[config.mk]
export PLATFORM = sky130hd
export DESIGN_NAME = output_preprocessor
export DESIGN_NICKNAME = d
export VERILOG_FILES = /design/src/rtl/output_preprocessor_pkg.sv /design/src/rtl/output_preprocessor_rr_arbiter.sv /design/src/rtl/output_preprocessor.sv
export SDC_FILE = /design/constraint.sdc
export NUM_CORES = 2
export LEC_CHECK = 0
export ABC_AREA = 0
export CAP_MARGIN = 20
export CELL_PAD_IN_SITES_DETAIL_PLACEMENT = 1
export CELL_PAD_IN_SITES_GLOBAL_PLACEMENT = 1
export CORE_MARGIN = 2
export CORE_UTILIZATION = 43
export DETAILED_ROUTE_END_ITERATION = 8
export MAX_ROUTING_LAYER = met4
export PLACE_DENSITY_LB_ADDON = 0.1
export SLEW_MARGIN = 20
export SYNTH_ARGS = -nofsm -noshare
export SYNTH_HDL_FRONTEND = slang
export SYNTH_HIERARCHICAL = 1
export SYNTH_SLANG_ARGS = --single-unit
[constraint.sdc]
create_clock -name clk_in -period 37.8 [get_ports clk_in]
set_clock_uncertainty 0.05 [all_clocks]
set_input_delay 11.34 -clock clk_in [delete_from_list [all_inputs] [get_ports clk_in]]
set_output_delay 11.34 -clock clk_in [all_outputs]
set_load 0.05 [all_outputs]
[src/rtl/output_preprocessor_pkg.sv]
`default_nettype none
// ============================================================================
// Module      : output_preprocessor_pkg
// Description : Shared widths, saturation constants, pipeline-stage records
//               and the saturating-narrow helper for output_preprocessor.
// Revision    : 1.0 - initial release
// ============================================================================
package output_preprocessor_pkg;

  localparam int W_CHAN = 16;
  localparam int W_SEL  = 4;
  localparam int N_CHAN = 8;

  // Signed range limits of a W_CHAN-bit channel word.
  localparam logic [W_CHAN-1:0] SAT_MAX = {1'b0, {(W_CHAN-1){1'b1}}};
  localparam logic [W_CHAN-1:0] SAT_MIN = {1'b1, {(W_CHAN-1){1'b0}}};

  // Issue stage: raw sample plus the full parameter snapshot of its channel.
  typedef struct packed {
    logic              valid;
    logic [W_SEL-1:0]  chan;
    logic [W_CHAN-1:0] value;
    logic [W_CHAN-1:0] offset;
    logic [W_CHAN-1:0] min_v;
    logic [W_CHAN-1:0] max_v;
    logic [W_CHAN-1:0] max_delta;
  } issue_stage_t;

  // Clamp stage: offset already applied, so only the limits travel on.
  typedef struct packed {
    logic              valid;
    logic [W_SEL-1:0]  chan;
    logic [W_CHAN-1:0] value;
    logic [W_CHAN-1:0] min_v;
    logic [W_CHAN-1:0] max_v;
    logic [W_CHAN-1:0] max_delta;
  } clamp_stage_t;

  // Narrow a W_CHAN+1 bit signed sum to W_CHAN bits, saturating on overflow.
  function automatic logic [W_CHAN-1:0] sat_narrow(input logic [W_CHAN:0] x);
    if (x[W_CHAN] != x[W_CHAN-1]) begin
      return x[W_CHAN] ? SAT_MIN : SAT_MAX;
    end
    return x[W_CHAN-1:0];
  endfunction

endpackage
`default_nettype wire

[src/rtl/output_preprocessor_rr_arbiter.sv]
`default_nettype none
// ============================================================================
// Module      : rr_arbiter
// Description : Combinational round-robin pick: first request at or after the
//               pointer whose mask bit is clear.
// Revision    : 1.0 - initial release
// ============================================================================
module rr_arbiter #(
  parameter int N_REQ = 8,
  parameter int W_IDX = 4
) (
  input  logic [N_REQ-1:0] req_i,
  input  logic [N_REQ-1:0] mask_i,
  input  logic [W_IDX-1:0] ptr_i,
  output logic [W_IDX-1:0] grant_o,
  output logic             grant_valid_o
);

  logic [N_REQ-1:0] elig_w;
  logic [N_REQ-1:0] rot_w;
  logic [W_IDX-1:0] off_w;
  logic [W_IDX:0]   sum_w;

  assign elig_w = req_i & ~mask_i;

  // Rotate eligibility so the pointer sits at bit 0, take the lowest set bit,
  // then rotate the offset back into an absolute channel index.
  always_comb begin
    rot_w         = N_REQ'({elig_w, elig_w} >> ptr_i);
    off_w         = '0;
    grant_valid_o = 1'b0;
    for (int k = N_REQ - 1; k >= 0; k--) begin
      if (rot_w[k]) begin
        off_w         = W_IDX'(k);
        grant_valid_o = 1'b1;
      end
    end
    sum_w = {1'b0, ptr_i} + {1'b0, off_w};
    if (sum_w >= (W_IDX+1)'(N_REQ)) begin
      sum_w = sum_w - (W_IDX+1)'(N_REQ);
    end
    grant_o = sum_w[W_IDX-1:0];
  end

endmodule
`default_nettype wire

[src/rtl/output_preprocessor.sv]
`default_nettype none
// ============================================================================
// Module      : output_preprocessor
// Description : Per-channel offset, saturation, clamp and slew limiting on a
//               single time-multiplexed pipeline fed by a round-robin arbiter.
// Revision    : 1.0 - initial release
// ============================================================================
module output_preprocessor
  import output_preprocessor_pkg::*;
(
  input  logic                     clk_in,
  input  logic                     reset_in,
  input  logic [W_CHAN*N_CHAN-1:0] data_packed_in,
  input  logic [N_CHAN-1:0]        data_valid_in,
  input  logic [W_SEL-1:0]         chan_select_in,
  input  logic [W_CHAN-1:0]        offset_in,
  input  logic [W_CHAN-1:0]        min_in,
  input  logic [W_CHAN-1:0]        max_in,
  input  logic [W_CHAN-1:0]        max_delta_in,
  input  logic                     update_in,
  output logic [W_CHAN*N_CHAN-1:0] data_packed_out,
  output logic [N_CHAN-1:0]        data_valid_out
);

  logic [W_CHAN-1:0]  hold_q   [N_CHAN];
  logic [N_CHAN-1:0]  pending_q, pending_d;
  logic [W_SEL-1:0]   rr_ptr_q, rr_ptr_d;

  logic [W_CHAN-1:0]  offset_q [N_CHAN];
  logic [W_CHAN-1:0]  min_q    [N_CHAN];
  logic [W_CHAN-1:0]  max_q    [N_CHAN];
  logic [W_CHAN-1:0]  mdelta_q [N_CHAN];

  issue_stage_t       s1_q, s1_d;
  clamp_stage_t       s2_q, s2_d;

  logic [W_CHAN-1:0]  out_q    [N_CHAN];
  logic [N_CHAN-1:0]  valid_out_q;

  logic [N_CHAN-1:0]  busy_w;
  logic [W_SEL-1:0]   grant_w;
  logic               grant_valid_w;

  logic [W_CHAN-1:0]  clamp_w;
  logic [W_CHAN-1:0]  last_w;
  logic [W_CHAN:0]    diff_w;
  logic [W_CHAN:0]    mag_w;
  logic [W_CHAN-1:0]  slew_w;

  // A channel is busy while it sits in issue, clamp or output stage, which
  // spaces results of one channel at least four cycles apart.
  always_comb begin
    busy_w = valid_out_q;
    for (int i = 0; i < N_CHAN; i++) begin
      if (s1_q.valid && s1_q.chan == W_SEL'(i)) busy_w[i] = 1'b1;
      if (s2_q.valid && s2_q.chan == W_SEL'(i)) busy_w[i] = 1'b1;
    end
  end

  rr_arbiter #(
    .N_REQ (N_CHAN),
    .W_IDX (W_SEL)
  ) u_arb (
    .req_i         (pending_q),
    .mask_i        (busy_w),
    .ptr_i         (rr_ptr_q),
    .grant_o       (grant_w),
    .grant_valid_o (grant_valid_w)
  );

  // Issue clears pending, but a fresh pulse in the same cycle re-arms it.
  always_comb begin
    pending_d = pending_q;
    for (int i = 0; i < N_CHAN; i++) begin
      if (grant_valid_w && grant_w == W_SEL'(i)) pending_d[i] = 1'b0;
      if (data_valid_in[i]) pending_d[i] = 1'b1;
    end
  end

  // Latch incoming samples; a later pulse simply overwrites an unissued one.
  always_ff @(posedge clk_in or posedge reset_in) begin
    if (reset_in) begin
      pending_q <= '0;
      for (int i = 0; i < N_CHAN; i++) hold_q[i] <= '0;
    end else begin
      pending_q <= pending_d;
      for (int i = 0; i < N_CHAN; i++) begin
        if (data_valid_in[i]) hold_q[i] <= data_packed_in[i*W_CHAN +: W_CHAN];
      end
    end
  end

  // Parameter bank; selects beyond the channel count match no entry.
  always_ff @(posedge clk_in or posedge reset_in) begin
    if (reset_in) begin
      for (int i = 0; i < N_CHAN; i++) begin
        offset_q[i] <= '0;
        min_q[i]    <= SAT_MIN;
        max_q[i]    <= SAT_MAX;
        mdelta_q[i] <= '0;
      end
    end else begin
      for (int i = 0; i < N_CHAN; i++) begin
        if (update_in && chan_select_in == W_SEL'(i)) begin
          offset_q[i] <= offset_in;
          min_q[i]    <= min_in;
          max_q[i]    <= max_in;
          mdelta_q[i] <= max_delta_in;
        end
      end
    end
  end

  // Snapshot the granted channel's sample and parameters; bump the pointer.
  always_comb begin
    s1_d     = '0;
    rr_ptr_d = rr_ptr_q;
    if (grant_valid_w) begin
      for (int i = 0; i < N_CHAN; i++) begin
        if (grant_w == W_SEL'(i)) begin
          s1_d.value     = hold_q[i];
          s1_d.offset    = offset_q[i];
          s1_d.min_v     = min_q[i];
          s1_d.max_v     = max_q[i];
          s1_d.max_delta = mdelta_q[i];
        end
      end
      s1_d.valid = 1'b1;
      s1_d.chan  = grant_w;
      rr_ptr_d   = (grant_w == W_SEL'(N_CHAN - 1)) ? '0 : grant_w + W_SEL'(1);
    end
  end

  // Offset add at one extra bit, then saturate back to channel width.
  always_comb begin
    s2_d           = '0;
    s2_d.valid     = s1_q.valid;
    s2_d.chan      = s1_q.chan;
    s2_d.min_v     = s1_q.min_v;
    s2_d.max_v     = s1_q.max_v;
    s2_d.max_delta = s1_q.max_delta;
    s2_d.value     = sat_narrow({s1_q.value[W_CHAN-1], s1_q.value} +
                                {s1_q.offset[W_CHAN-1], s1_q.offset});
  end

  // Pipeline stage registers and round-robin pointer.
  always_ff @(posedge clk_in or posedge reset_in) begin
    if (reset_in) begin
      s1_q     <= '0;
      s2_q     <= '0;
      rr_ptr_q <= '0;
    end else begin
      s1_q     <= s1_d;
      s2_q     <= s2_d;
      rr_ptr_q <= rr_ptr_d;
    end
  end

  // Clamp (max first, so min wins when inverted) then slew-limit against the
  // channel's current output word.
  always_comb begin
    clamp_w = ($signed(s2_q.value) > $signed(s2_q.max_v)) ? s2_q.max_v : s2_q.value;
    if ($signed(clamp_w) < $signed(s2_q.min_v)) clamp_w = s2_q.min_v;

    last_w = '0;
    for (int i = 0; i < N_CHAN; i++) begin
      if (s2_q.chan == W_SEL'(i)) last_w = out_q[i];
    end

    diff_w = {clamp_w[W_CHAN-1], clamp_w} - {last_w[W_CHAN-1], last_w};
    mag_w  = diff_w[W_CHAN] ? (~diff_w + (W_CHAN+1)'(1)) : diff_w;
    slew_w = clamp_w;
    if (s2_q.max_delta != '0 && mag_w > {1'b0, s2_q.max_delta}) begin
      slew_w = diff_w[W_CHAN] ? (last_w - s2_q.max_delta) : (last_w + s2_q.max_delta);
    end
  end

  // Output slots only change together with their one-cycle valid pulse.
  always_ff @(posedge clk_in or posedge reset_in) begin
    if (reset_in) begin
      valid_out_q <= '0;
      for (int i = 0; i < N_CHAN; i++) out_q[i] <= '0;
    end else begin
      valid_out_q <= '0;
      for (int i = 0; i < N_CHAN; i++) begin
        if (s2_q.valid && s2_q.chan == W_SEL'(i)) begin
          out_q[i]       <= slew_w;
          valid_out_q[i] <= 1'b1;
        end
      end
    end
  end

  generate
    for (genvar g = 0; g < N_CHAN; g++) begin : g_pack
      assign data_packed_out[g*W_CHAN +: W_CHAN] = out_q[g];
    end
  endgenerate

  assign data_valid_out = valid_out_q;

endmodule
`default_nettype wire

* Word level (Yosys, flattened, before mapping) *
Index checks and enable logic that the tools add are counted.
Widths: inputs -> output; s select.

cells by class
  $add $sub $neg = 8
  multiply operators = 0
  div/mod/pow operators = 0
  order comparisons = 4
  equality and inequality tests = 29
  shift operators = 1
  mux-type cells = 84
  bitwise operators = 3
  reductions and logical operators = 46

operator list
  operator               count
  $mux 80                8
  $mux 16                15
  $mux 85                1
  $eq 4x3->1 const B     16
  $mux 1                 49
  $logic_and 1x1->1      33
  $eq 4x2->1 const B     8
  $mux 3                 8
  $add 16x16->17         1
  $add 17x1->17 const B  1
  $gt 17x16->1           1
  $mux 17                1
  $not 17->17            1
  $sub 16x16->17         1
  $add 16x16->16         1
  $eq 4x1->1 const B     4
  $gt 16x16->1           1
  $logic_not 4->1        4
  $lt 16x16->1           1
  $reduce_bool 16->1     1
  $reduce_bool 2->1      8
  $shr 16x4->8           1
  $sub 16x16->16         1
  $and 8x8->8            1
  7 further kinds        8

storage, ports and cells
  register bits after elaboration = 942
  bits in latches = 0
  RAM bits = 0
  memory bits (read-only) = 0
  input port bits = 207
  output and inout port bits = 136
  logic and storage cells = 246
  memories kept = 0

* Longest topological paths before layout *
  depth after elaboration = 28
  gate-level depth with buffers = 52
  depth with buffers taken out = 47

* Modules after synthesis *
Netlist, hierarchy kept.

modules (own cells, without submodules)
  module               times used  cells each  area each (sq um)  seq. area each (sq um)
  output_preprocessor  1           4019        45297.2            23732.8
  rr_arbiter           1           104         832.0              0.0

* Worst setup path before layout *
No wires, ideal clock.

  path kind = input -> register
  start = in chan_select_in[2]
  end = reg max_q[79] (netlist bit)
  library setup time = 0.125 ns
  data arrival time = 12.827 ns
  data required time = 37.625 ns
  setup slack = 24.798 ns
  stages = 5
  buffers on the path = 2
  cell sequence = nor3b_1 > nor2b_1 > clkbuf_1 > clkbuf_1 > mux2_2

on the way
  cells in the longest elaborated chain, start to end = 2

ends and longest elaborated chain
  element                          RTL line                    text
  from (decl)                      output_preprocessor.sv:15   input logic [W_SEL-1:0] chan_select_in,
  $eq 4x2->1                       output_preprocessor.sv:104  if (update_in && chan_select_in == W_SEL'(i)) begin
  $logic_and 1x1->1                output_preprocessor.sv:104
  to (signal, indexed assignment)  output_preprocessor.sv:107  max_q[i] <= max_in;
  to (decl)                        output_preprocessor.sv:31   logic [W_CHAN-1:0] max_q [N_CHAN];

No other way between the ends.
A chain may end at the register's enable or synchronous reset.

==> PnR_summary.wiki <==
{| class="wikitable"
! Metric !! Value
|-
| Worst Setup EP || min_q[57]
|-
| Number of primary I/O pins || 343
|-
| Max Freq || 69.18 MHz
|-
| Run status || finished, final reports clean
|-
| Count of unique library cells instantiated by Yosys || 96
|-
| GRT Overall Usage || 26.75%
|-
| Kind of end point of the critical path || async pin
|-
| Number of clock buffers inserted by TritonCTS || 105
|-
| Root buf cell || sky130_fd_sc_hd__clkbuf_16
|-
| Total number of clock tree sinks || 942
|-
| Crit path kind || primary input to async pin
|-
| Ranking of synthesized cells by area || sky130_fd_sc_hd__dfrtp_1 (44%), sky130_fd_sc_hd__mux2_2 (16%), sky130_fd_sc_hd__dfstp_2 (7.3%), sky130_fd_sc_hd__a221oi_1 (3.1%), sky130_fd_sc_hd__ha_1 (2.8%)
|-
| Least setup slack across all paths after layout || 23.34 ns
|-
| Endpoint of the worst-slack reg-to-reg timing path || data_packed_out[91]
|-
| Number of vias per cell after detailed routing || 5.847
|-
| Filler cell count in the final layout || 11192
|-
| Largest net degree at the start of global routing || 184
|-
| Transition at the pin with the smallest max-transition slack || 1.141 ns
|-
| Number of iterations in the first detailed-routing pass || 6
|-
| Cell Rows || 120
|-
| Post-Synthesis Mean Instance Area || 11.19 µm²
|-
| Number of DRC violations after detailed-routing iteration 0 || 2121
|-
| Total count of hold-check failures in the final report || 0
|-
| R2R cell count || 42
|-
| Accumulated negative setup slack || 0 ns
|-
| CP startpoint || reset_in
|-
| HPWL reported at the end of detailed placement || 96040 µm
|-
| Via count of the first global-routing pass || 35910
|-
| Yosys reg bits || 942
|-
| Global-route wire length before repair || 223000 µm
|-
| Maximum count of clock buffers along a single path || 3
|-
| Initial cell density of the core || 43.21%
|-
| Async set-reset flop share out of synthesis || 100.0%
|-
| Total wire length || 143700 µm
|-
| Final net count || 4669
|-
| Vias after detailed routing || 34262
|-
| Post-CTS Hold Fix Bufs || 0
|-
| Number of maximum-capacitance constraint violations || 0
|-
| Final setup viols || 0
|-
| YS warnings || 6
|-
| CP Max Fanout || 108
|-
| Post-synth EDFFs || 0
|-
| CTS tree || built
|-
| Fraction of the cycle the final worst path needs || 38.24%
|-
| Vertical die dimension || 331.5 µm
|-
| Buffers on Ports || 342
|-
| Total die area || 0.1099 mm²
|-
| Die W || 331.5 µm
|-
| Area of the core || 0.1068 mm²
|-
| Unrepaired setup endpoints after global routing || false
|-
| Number of routed nets with antenna violations || 0
|-
| Clock latency on the worst-skew pair || 0.70 ns
|-
| Worst slack at placement || 22.45 ns
|-
| Average wire per standard cell || 24.52 µm
|-
| Worst path required time || 38.43 ns
|-
| Leading cell type in the layout, fill and taps excluded || sky130_fd_sc_hd__dfrtp_1
|-
| Minimum period implied by the final worst setup slack || 14.46 ns
|-
| Count of unresolved DRC violations after routing || 0
|-
| Origin of the critical flop-to-flop path || s2_q[63]
|-
| # resized after CTS || 0
|-
| Maximum level of the CTS H-tree || 3
|-
| Area growth syn-to-layout || 18.05%
|-
| Clock transition at the registers of the reported paths || 0.06 ns
|-
| Global placer's final weighted congestion || 0.8680
|-
| R2r setup slk || 25.35 ns
|-
| Share of cells above drive strength 1 || 24.17%
|-
| Arrival time worst endpoint || 15.08 ns
|-
| Global route total overflow || 0
|-
| Cell type contributing the most total cell area after synthesis || sky130_fd_sc_hd__dfrtp_1
|-
| Number of post-CTS setup repair buffers || 0
|-
| Top library cells by usage in the layout, fill and taps aside || sky130_fd_sc_hd__dfrtp_1 (814), sky130_fd_sc_hd__mux2_2 (655), sky130_fd_sc_hd__clkdlybuf4s50_1 (341)
|-
| Antenna violations before repair || 15
|-
| Number of instances in the synthesized netlist || 4123
|-
| Post-synthesis cell area || 0.04613 mm²
|-
| Critical Path Start Type || primary input
|-
| Path class of the lowest-slack min-delay path || flop to flop
|-
| Final Max Slew Viols || 0
|-
| Sequential fraction of the synthesis area || 51.45%
|-
| Max-Slew Margin vs Limit || 23.36%
|-
| Share of the synthesized area in the top cell type || 44.16%
|-
| Post-synth net total || 4435
|-
| Most used flip-flop cell after synthesis || sky130_fd_sc_hd__dfrtp_1
|}
-- worst min-delay path by stage --
| stage | startpoint | end | slack, ns | cells after the start |
|---|---|---|---|---|
| after floorplan | s1_q[0] | s2_q[0] | 0.28 | 0 |
| final | s1_q[29] | s2_q[29] | 0.28 | 0 |
| after detailed placement | s1_q[17] | s2_q[17] | 0.29 | 0 |
| after CTS | s1_q[29] | s2_q[29] | 0.28 | 0 |
| after global routing | s1_q[29] | s2_q[29] | 0.29 | 0 |
| after global placement | s1_q[45] | s2_q[45] | 0.28 | 0 |
-- per-stage QoR --
step | instances | area [µm²] | utilization [%] | hold slack (ns)
5_1_grt | 5860 | 54460 | 51.01 | 0.2939
3_5_place_dp | 5653 | 50850 | 47.64 | 0.2862
6_report | 5860 | 54460 | 51.01 | 0.2800
3_3_place_gp | 5653 | 50850 | 47.64 | 0.2822
2_1_floorplan | 4123 | 46130 | - | 0.2812
4_1_cts | 5846 | 54390 | 50.95 | 0.2763
-- registers in the layout, indices dropped and copies added (netlist names), 69 cells and up --
signal / count
data_packed_out: 128
offset_q: 128
max_q: 128
s2_q: 69
hold_q: 128
min_q: 128
mdelta_q: 128
s1_q: 85
-- area by class of cell --
cell class              count  area (µm²)  area share [%]
diodes                     14       35.03         0.06433
clock buffers             159        3113           5.717
clock inverters            34       426.7          0.7835
inverters                 126       481.7          0.8846
multi-input cells        2780       20980           38.53
flip-flops and latches    942       23730           43.58
well taps                1403        1755           3.224
repair buffers            402        3930           7.217
-- cell families (layout without fill, tap and decap cells) --
kind of cell	count (synthesis)	in the layout	share of synthesized area, %
AND/OR/NAND/NOR	989	989	9.797
buffers and inverters	401	721	3.415
adder cells (fa/ha/maj)	106	106	2.921
other	0	14	0
multiplexers	753	753	18.29
flip-flops	942	942	51.45
XOR/XNOR	58	58	1.147
AO/OA/AOI/OAI	874	874	12.98
-- layer usage --
metal  track usage, %  up-vias  wire length (µm)
met2            43.53      650             69940
met3            2.888      188              5047
met1            35.47    17910             65180
met4            7.714        0              3525
met5                -        -                 0
li1                 -    15514                 -
-- synthesized netlist by cell type, drive strengths merged, types with 21 or more instances --
cell / number
a211oi: 122
a21o: 38
a21oi: 107
a221oi: 162
a311oi: 44
a31oi: 21
buf: 48
clkbuf: 227
dfrtp: 814
dfstp: 128
ha: 102
inv: 125
mux2: 655
mux2i: 92
nand2: 324
nand2b: 22
nand3: 29
nor2: 303
nor2b: 24
nor3: 172
o21ai: 267
xnor2: 42
-- critical path, stage by stage --
cell and delay [ns]:
sky130_fd_sc_hd__clkdlybuf4s50_1 0.50, sky130_fd_sc_hd__inv_8 0.57, sky130_fd_sc_hd__buf_4 0.86, sky130_fd_sc_hd__buf_4 0.76, sky130_fd_sc_hd__buf_4 0.83
Power is not shown: default switching activity piles up to over one toggle a cycle in this logic, so the estimate is an artifact.
